<file path="src/rtl/interrupt_sequencer.sv">
// Prioritised interrupt sequencer: waits for an instruction boundary, issues a one-cycle
// vector-call take, and tracks nested in-service levels on a 7-deep level stack.
module interrupt_sequencer #(
   parameter logic [15:0] VECTOR_BASE = 16'h0008
) (
   input  logic        i_clk,
   input  logic        i_rst_n,
   input  logic        i_int,
   input  logic [2:0]  i_pri,
   input  logic        i_gie,
   input  logic        i_boundary,
   input  logic        i_reti,
   input  logic        i_vec_done,
   output logic        o_take,
   output logic [15:0] o_vector,
   output logic        o_inta,
   output logic [2:0]  o_ack_level,
   output logic [2:0]  o_level,
   output logic [2:0]  o_depth,
   output logic        o_busy,
   output logic        o_err
);

   typedef enum logic [1:0] {
      S_IDLE = 2'd0,
      S_WAIT = 2'd1,
      S_TAKE = 2'd2,
      S_HOLD = 2'd3
   } state_t;

   state_t      r_state;
   state_t      w_next;

   logic [2:0]  r_capt;
   logic [2:0]  r_level;
   logic [2:0]  r_depth;
   logic [2:0]  r_ack_level;
   logic [15:0] r_vector;
   logic        r_err;
   logic [2:0]  r_stack [0:6];

   logic        w_elig;
   logic        w_capture;
   logic        w_push;
   logic        w_pop;
   logic        w_err_set;
   logic        w_take;
   logic        w_busy;

   assign w_elig = i_int & i_gie & (i_pri > r_level);

   always_ff @(posedge i_clk or negedge i_rst_n) begin
      if (!i_rst_n) begin
         r_state <= S_IDLE;
      end else begin
         r_state <= w_next;
      end
   end

   // RETI outranks BOUNDARY in WAIT; the stay/leave decision uses this cycle's ELIG.
   always_comb begin
      w_next    = r_state;
      w_capture = 1'b0;
      w_push    = 1'b0;
      w_pop     = 1'b0;
      w_err_set = 1'b0;
      w_take    = 1'b0;
      w_busy    = 1'b0;
      case (r_state)
         S_IDLE: begin
            if (i_reti) begin
               if (r_depth != 3'd0) begin
                  w_pop = 1'b1;
               end else begin
                  w_err_set = 1'b1;
               end
            end
            if (w_elig) begin
               w_next = S_WAIT;
            end
         end
         S_WAIT: begin
            if (i_reti) begin
               if (r_depth != 3'd0) begin
                  w_pop = 1'b1;
               end else begin
                  w_err_set = 1'b1;
               end
               w_next = w_elig ? S_WAIT : S_IDLE;
            end else if (!w_elig) begin
               w_next = S_IDLE;
            end else if (i_boundary) begin
               w_capture = 1'b1;
               w_next    = S_TAKE;
            end
         end
         S_TAKE: begin
            w_take    = 1'b1;
            w_busy    = 1'b1;
            w_push    = 1'b1;
            w_err_set = i_reti;
            w_next    = S_HOLD;
         end
         S_HOLD: begin
            w_busy    = 1'b1;
            w_err_set = i_reti;
            if (i_vec_done) begin
               w_next = S_IDLE;
            end
         end
         default: begin
            w_next = S_IDLE;
         end
      endcase
   end

   always_ff @(posedge i_clk or negedge i_rst_n) begin
      if (!i_rst_n) begin
         r_capt      <= 3'd0;
         r_level     <= 3'd0;
         r_depth     <= 3'd0;
         r_ack_level <= 3'd0;
         r_vector    <= VECTOR_BASE;
         r_err       <= 1'b0;
         for (int k = 0; k < 7; k++) begin
            r_stack[k] <= 3'd0;
         end
      end else begin
         if (w_capture) begin
            r_capt      <= i_pri;
            r_ack_level <= i_pri;
            r_vector    <= VECTOR_BASE + {11'd0, i_pri, 2'b00};
         end
         // Each push needs a strictly higher level, so depth 7 never sees another push.
         if (w_push) begin
            if (r_depth != 3'd7) begin
               r_stack[r_depth] <= r_level;
            end
            r_level <= r_capt;
            r_depth <= r_depth + 3'd1;
         end
         if (w_pop) begin
            r_level <= r_stack[r_depth - 3'd1];
            r_depth <= r_depth - 3'd1;
         end
         if (w_err_set) begin
            r_err <= 1'b1;
         end
      end
   end

   assign o_take      = w_take;
   assign o_inta      = w_take;
   assign o_busy      = w_busy;
   assign o_vector    = r_vector;
   assign o_ack_level = r_ack_level;
   assign o_level     = r_level;
   assign o_depth     = r_depth;
   assign o_err       = r_err;

endmodule
</file>
<file path="config.mk">
export PLATFORM = sky130hd
export DESIGN_NAME = interrupt_sequencer
export DESIGN_NICKNAME = d
export VERILOG_FILES = /design/src/rtl/interrupt_sequencer.sv
export SDC_FILE = /design/constraint.sdc
export NUM_CORES = 1
export LEC_CHECK = 0
export CAP_MARGIN = 5
export CORE_MARGIN = 1.5
export CORE_UTILIZATION = 41
export CTS_CLUSTER_SIZE = 12
export DETAILED_ROUTE_END_ITERATION = 12
export GPL_ROUTABILITY_DRIVEN = 0
export GPL_TIMING_DRIVEN = 0
export PLACE_DENSITY = 0.68
export SETUP_SLACK_MARGIN = 0.4
export SYNTH_ARGS = -nofsm -noshare
export SYNTH_HDL_FRONTEND = slang
export SYNTH_SLANG_ARGS = --single-unit
</file>
<file path="constraint.sdc">
create_clock -name i_clk -period 1.98 [get_ports i_clk]
set_clock_uncertainty 0.2 [all_clocks]
set_input_delay 0.495 -clock i_clk [delete_from_list [all_inputs] [get_ports i_clk]]
set_output_delay 0.495 -clock i_clk [all_outputs]
set_load 0.02 [all_outputs]
</file>
==> flow_summary.yaml, run 1 <==
global_route:
  grt_pass1_vias: 1609
  grt-ovfl-total: 0
  antenna_found_initial: 0
  grt_pass1_wl_mm: 8.17
  grt_use_total: 0.211
  grt_start_max_net_pins: 37
cells_and_area:
  n_fill_cell: 291
  drive_gt1_frac: 0.663
  final_cell_mix: "44 x buf_4, 38 x buf_6, 29 x dfrtp_1"
  num-nets-final: 281
  syn_to_final_growth_pct: 71.5
  num_antenna_cells: 0
  final_core_util: 0.750
  postLayoutCellArea_um2: 3360
  final_common_cell: "buf_4"
synth:
  synth-warning-count: 0
  seq_area_frac_synth: 0.461
  synth_area_per_cell_um2: 11.8
  synthCells: 166
  yosysUniqueCellTypes: 35
  synth.cell_area_um2: 1960
  synth_seq_cells: 36
routing:
  routed_wl_mm: 5.33
  vias_per_cell: 5.04
  firstDrtPassIters: 4
  drt_iter0_markers: 48
  wl_per_cell_um: 16.9
  routed-via-count: 1592
  drc: 0
  ant_nets: 0
worst_hold_path:
  hold_path_class: "in -> async"
timing:
  rsz0062_at_grt: "yes"
  hold_viol_final: 0
  post-route-period-util: 1.07
  drv_slew: 0
  period_needed_ps: 2110
  setup_viol: 7
  fmax_mhz: 474
  tightest_slew_ps: 810
  setup_tns_ps: -827
  relSlewSlack: 0.460
  postLayoutSetupSlackWorst_ps: -131
setup_path:
  cp_top_family: "simple AND/OR/NAND/NOR gates"
  cp-startpoint: "o_level[1]"
  cp_data_arrival_time_ps: 2090
  worst-path-max-fanout: 7
  crit_slowest_cell: "or4_1"
  worstSetupStartpointType: "flop"
  cpPeakStageDelay_ps: 430
  cp_num_buf_inv: 2
  path_cells: "inv_2 > ha_4 > nand3_2 > o2111ai_2 > or4_1 > buf_6 > mux2_4"
  path_class: "reg -> reg"
  worstSetupEndpointType: "flop"
  critPathRequiredTime_ps: 1960
  rr_startpoint: "o_level[1]"
  r2r_setup_slack_ps: -130
clock_network:
  numCtsBuffers: 5
  postCtsHoldBufs: 0
  path_clk_slew_ps: 70
  clk_path_buf_depth: 2
  clock_sinks: 36
  insertion_delay_ps: 300
  cts.htree.levels: 2
  tritoncts: "built"
  cts_root_buf: "clkbuf_8"
power_and_ir_drop:
  p_leak_nw: 1.68
  p_per_area_nw_per_um2: 1200
  ir_drop_mv: 0.569
floorplan:
  initial_core_util: 0.437
  die_height_um: 72.1
  die_w_um: 72.1
  rows: 24
  core_um2: 4470
  ios: 39
  dieArea_um2: 5200
placement:
  portBuffers: 26
  hpwlAfterDp_mm: 2.93
  place_area_um2: 2520
  dp_slack_ps: -751
outcome:
  violations: "setup timing"
  outcome: "finished, violations left"
flow_run:
  maxCapViolCount: 0
synth_stat cells:
library cell | count | area share
dfrtp_1 | 35 | 0.45
mux2_2 | 20 | 0.12
nand2_1 | 16 | 0.031
buf_4 | 14 | 0.054
mux2i_1 | 10 | 0.051
ha_1 | 8 | 0.051
inv_1 | 7 | 0.013
o21ai_0 | 6 | 0.015
mux2_4 | 5 | 0.038
nor2_1 | 5 | 0.0096
nand2b_1 | 4 | 0.013
nor3_1 | 4 | 0.010
clkbuf_1 | 3 | 0.0058
mux4_2 | 3 | 0.035
a211oi_1 | 2 | 0.0077
a21oi_1 | 2 | 0.0051
buf_2 | 2 | 0.0051
nand3b_1 | 2 | 0.0077
xnor2_1 | 2 | 0.0090
a21o_1 | 1 | 0.0038
a221o_1 | 1 | 0.0051
a2bb2oi_1 | 1 | 0.0045
a31oi_1 | 1 | 0.0032
and3_1 | 1 | 0.0032
buf_6 | 1 | 0.0058
conb_1 | 1 | 0.0019
dfstp_2 | 1 | 0.013
inv_2 | 1 | 0.0019
nand2b_4 | 1 | 0.0070
nand3_2 | 1 | 0.0051
nand3b_2 | 1 | 0.0058
nand4_1 | 1 | 0.0032
nor3b_1 | 1 | 0.0038
o2111ai_1 | 1 | 0.0045
or4_1 | 1 | 0.0038
final timing paths:
kind | end | cells past startpoint
worst min register to register | o_err | 1
min in group i_clk | o_err | 1
worst max-delay path | o_ack_level[2] | 7
max in group asynchronous | o_level[2] | 1
worst max register to register | o_ack_level[2] | 7
worst min-delay path | o_err | 1
worst reg2reg max path, delay by kind of cell (launching register included):
kind / cells / cell delay, ps
buf+inv: 2 / 260
mux: 1 / 300
simple gates: 2 / 500
fa+ha+maj: 1 / 210
compound gates: 1 / 110
flops: 1 / 420
cell type report:
class / count / area (um2) / share of cell area
Timing Repair Buffer: 79 / 739 / 0.220
Buffer: 20 / 193 / 0.0574
Inverter: 8 / 52.6 / 0.0157
Clock inverter: 2 / 35.0 / 0.0104
Multi-Input combinational cell: 113 / 1290 / 0.384
Sequential cell: 36 / 910 / 0.271
Tap cell: 52 / 65.1 / 0.0194
Clock buffer: 6 / 72.6 / 0.0216
kinds of logic after synthesis:
group / synth area share
multiplexers: 0.239
AND/OR/NAND/NOR: 0.103
flip-flops: 0.461
buffers and inverters: 0.0857
AO/OA/AOI/OAI: 0.0492
adder cells (fa/ha/maj): 0.0512
XOR/XNOR: 0.00895
other: 0.00192
flip-flops by register name, indices dropped and copies added, names as in the netlist, named ones only:
| register | flops |
|---|---|
| o_vector | 3 |
| r_stack | 21 |
| o_level | 3 |
| o_depth | 3 |
| o_ack_level | 3 |
| o_err | 1 |
| r_state | 1 |
power breakdown:
part	total, W	switching (W)	internal, W	leakage, nW
Clock	0.000654	0.000280	0.000374	0.0552
Combinational	0.00240	0.00105	0.00135	1.15
Sequential	0.000960	0.000109	0.000851	0.476
Total	0.00401	0.00144	0.00257	1.68
per-layer routing:
layer	part of all wire	wire length, um	global-route usage
met1	0.41	2210	0.266
met2	0.50	2660	0.358
met3	0.056	297	0.0486
met4	0.031	165	0.0734
met5	0	0	0
stage by stage:
| stage | power [W] | instances | hold slack (ps) |
|---|---|---|---|
| 6_report | 0.00401 | 316 | 82.7 |
| 5_1_grt | 0.00423 | 316 | 156 |
| 4_1_cts | 0.00347 | 293 | 110 |
| 3_5_place_dp | 0.00237 | 255 | 254 |
| 3_3_place_gp | 0.00233 | 255 | 238 |
| 2_1_floorplan | 0.00198 | 177 | -0.591 |
repair_timing:
action | CTS | global route
resized for setup | 148 | 30
setup buffers | 30 | 22
endpoints found under the setup margin | 51 | 49
cloned | 0 | 1
pin swaps | 7 | 10
No activity file was read; power rests on OpenSTA's default activity.
==> run 2, diff against run 1 <==
Settings changed: ABC_AREA set to 1, HOLD_SLACK_MARGIN set to 0.06.
==> run 2 against run 1 <==
Effect of this change: the run now ends clean; power increased by 34%; via count increased by 23%; routed wire length grew 11%; final cell count up 22%.
==> flow_summary.yaml, run 2 <==
power_and_ir_drop:
  p_per_area_nw_per_um2: 1620
  ir_drop_mv: 0.700
  p_leak_nw: 1.57
cells_and_area:
  multiInputGateArea_um2: 1390
  n_fill_cell: 329
  final_core_util: 0.709
  largest_reg_flops: 21
  drive_gt1_frac: 0.545
  regArea_um2: 911
  num_antenna_cells: 0
  final_common_cell: "nand2_1"
  postLayoutCellArea_um2: 3330
  syn_to_final_growth_pct: 67.9
  final_cells: 386
  final_cell_mix: "47 x nand2_1, 34 x buf_4, 28 x buf_6, 28 x dfrtp_1, 15 x o21ai_1"
  num-nets-final: 349
  largest-register: "r_stack"
clock_network:
  path_clk_slew_ps: 70
  clk_path_buf_depth: 2
  postCtsHoldBufs: 0
  tritoncts: "built"
  cts_root_buf: "clkbuf_8"
  insertion_delay_ps: 290
  clock_sinks: 36
  numCtsBuffers: 5
  cts.htree.levels: 2
setup_path:
  crit_top_cell: "buf_6"
  crit_slowest_cell: "dfrtp_1"
  worst-path-max-fanout: 3
  r2r_setup_slack_ps: 150
  critPathRequiredTime_ps: 1280
  worstSetupEndpointType: "primary output"
  cpPeakStageDelay_ps: 400
  cp_num_buf_inv: 3
  path_cells: "inv_2 > nor2_4 > buf_6 > buf_6"
  path_class: "reg -> out"
  cp_data_arrival_time_ps: 1140
  worstSetupStartpointType: "flop"
  cp_top_family: "flip-flops"
synth:
  synth.largest_area_cell: "dfrtp_1"
  synth_top_area_share: 0.442
  yosysUniqueCellTypes: 24
  seq_area_frac_synth: 0.455
  yosys-top-cells-area: "dfrtp_1 44%, nand2_1 14%, o21ai_0 7.8%"
  synthArstFlopShare: 1.00
  synth.cell_area_um2: 1980
  synth-edff-count: 0
  yosys-top-cells-count: "76 x nand2_1, 35 x dfrtp_1, 31 x o21ai_0"
  synth-warning-count: 0
  synthCells: 250
  yosysMostFrequentCell: "nand2_1"
  ys.flop_type: "dfrtp_1"
  synth_seq_cells: 36
  synth_area_per_cell_um2: 7.93
placement:
  hpwlAfterDp_mm: 3.20
  dpl.cell_count: 340
  portBuffers: 25
  place_area_um2: 2490
routing:
  routed-via-count: 1964
  vias_per_cell: 5.09
  wl_per_cell_um: 15.3
  drc: 0
  routed_wl_mm: 5.90
  drt_iter0_markers: 152
  firstDrtPassIters: 4
  ant_nets: 0
global_route:
  grt_pass1_vias: 1667
  grt_use_total: 0.197
  antenna_found_initial: 0
  grt_pass1_wl_mm: 7.92
  grt_start_max_net_pins: 37
  grt-ovfl-total: 0
floorplan:
  core_um2: 4690
  die_w_um: 72.5
  ios: 39
  initial_core_util: 0.422
  rows: 25
  dieArea_um2: 5260
  die_height_um: 72.5
outcome:
  outcome: "complete, no violations"
flow_run:
  maxCapViolCount: 0
timing:
  tightest_slew_ps: 815
  rsz0062_at_grt: "yes"
  drv_slew: 0
  post-route-period-util: 0.929
  hold_ws_ps: 92.4
  setup_viol: 0
  hold_viol_final: 0
  fmax_mhz: 544
  period_needed_ps: 1840
  relSlewSlack: 0.457
worst_hold_path:
  hold_path_class: "in -> async"
==> run 2: worst paths after layout <==
kind,end,depth (start not counted),startpoint
setup reg to reg,o_vector[4],10,o_level[2]
min in group i_clk,o_err,1,o_err
hold / removal,o_err,1,i_rst_n
hold reg to reg,o_err,1,o_err
setup / recovery,o_inta,4,flop
max in group asynchronous,o_level[0],1,i_rst_n
==> run 2: cells by family (layout without fill, tap and decap cells) <==
family	count (synthesis)	count (layout)	synth area share
DFF	36	36	0.455
xor gates and xnor gates	2	2	0.00884
other	1	12	0.00189
AOI/OAI and AO/OA	38	38	0.100
buffers and inverters	40	111	0.105
and+or+nand+nor	125	125	0.278
adders and majority gates	8	8	0.0505
==> run 2: timing repair <==
action / 4_1_cts / 5_1_grt
buffers inserted: 21 / 16
pin swaps: 48 / 56
gates resized for setup: 137 / 102
setup endpoints to repair: 52 / 46
cloned: 1 / 0
==> run 2: cell type report <==
| type | instances | area share |
|---|---|---|
| sequential | 36 | 0.274 |
| multi-input combinational | 185 | 0.419 |
| inverter | 21 | 0.0350 |
| tap | 54 | 0.0203 |
| buffer | 19 | 0.0489 |
| clock buffer | 8 | 0.0271 |
| timing repair buffer | 63 | 0.176 |
==> run 2: where the power goes <==
part	switching, W	leakage (nW)	internal (W)
Sequential	0.000250	0.464	0.00102
Clock	0.000258	0.0455	0.000284
Combinational	0.00191	1.07	0.00165
Total	0.00242	1.57	0.00296
==> run 2: layer usage <==
layer / vias up / routed length [um] / GRT usage
li1: 946 / - / -
met1: 946 / 2460 / 0.280
met2: 60 / 3040 / 0.304
met3: 12 / 237 / 0.0347
met4: 0 / 156 / 0.0692
met5: - / 0 / 0
==> run 2: metrics by stage <==
step / setup WS, ps / TNS, ps / power (W)
after global placement: -778 / -28260 / 0.00320
after floorplan: 144 / 0 / 0.00261
final: 141 / 0 / 0.00538
after CTS: 91.6 / 0 / 0.00439
after detailed placement: -636 / -4740 / 0.00323
after global routing: 69.5 / 0 / 0.00567
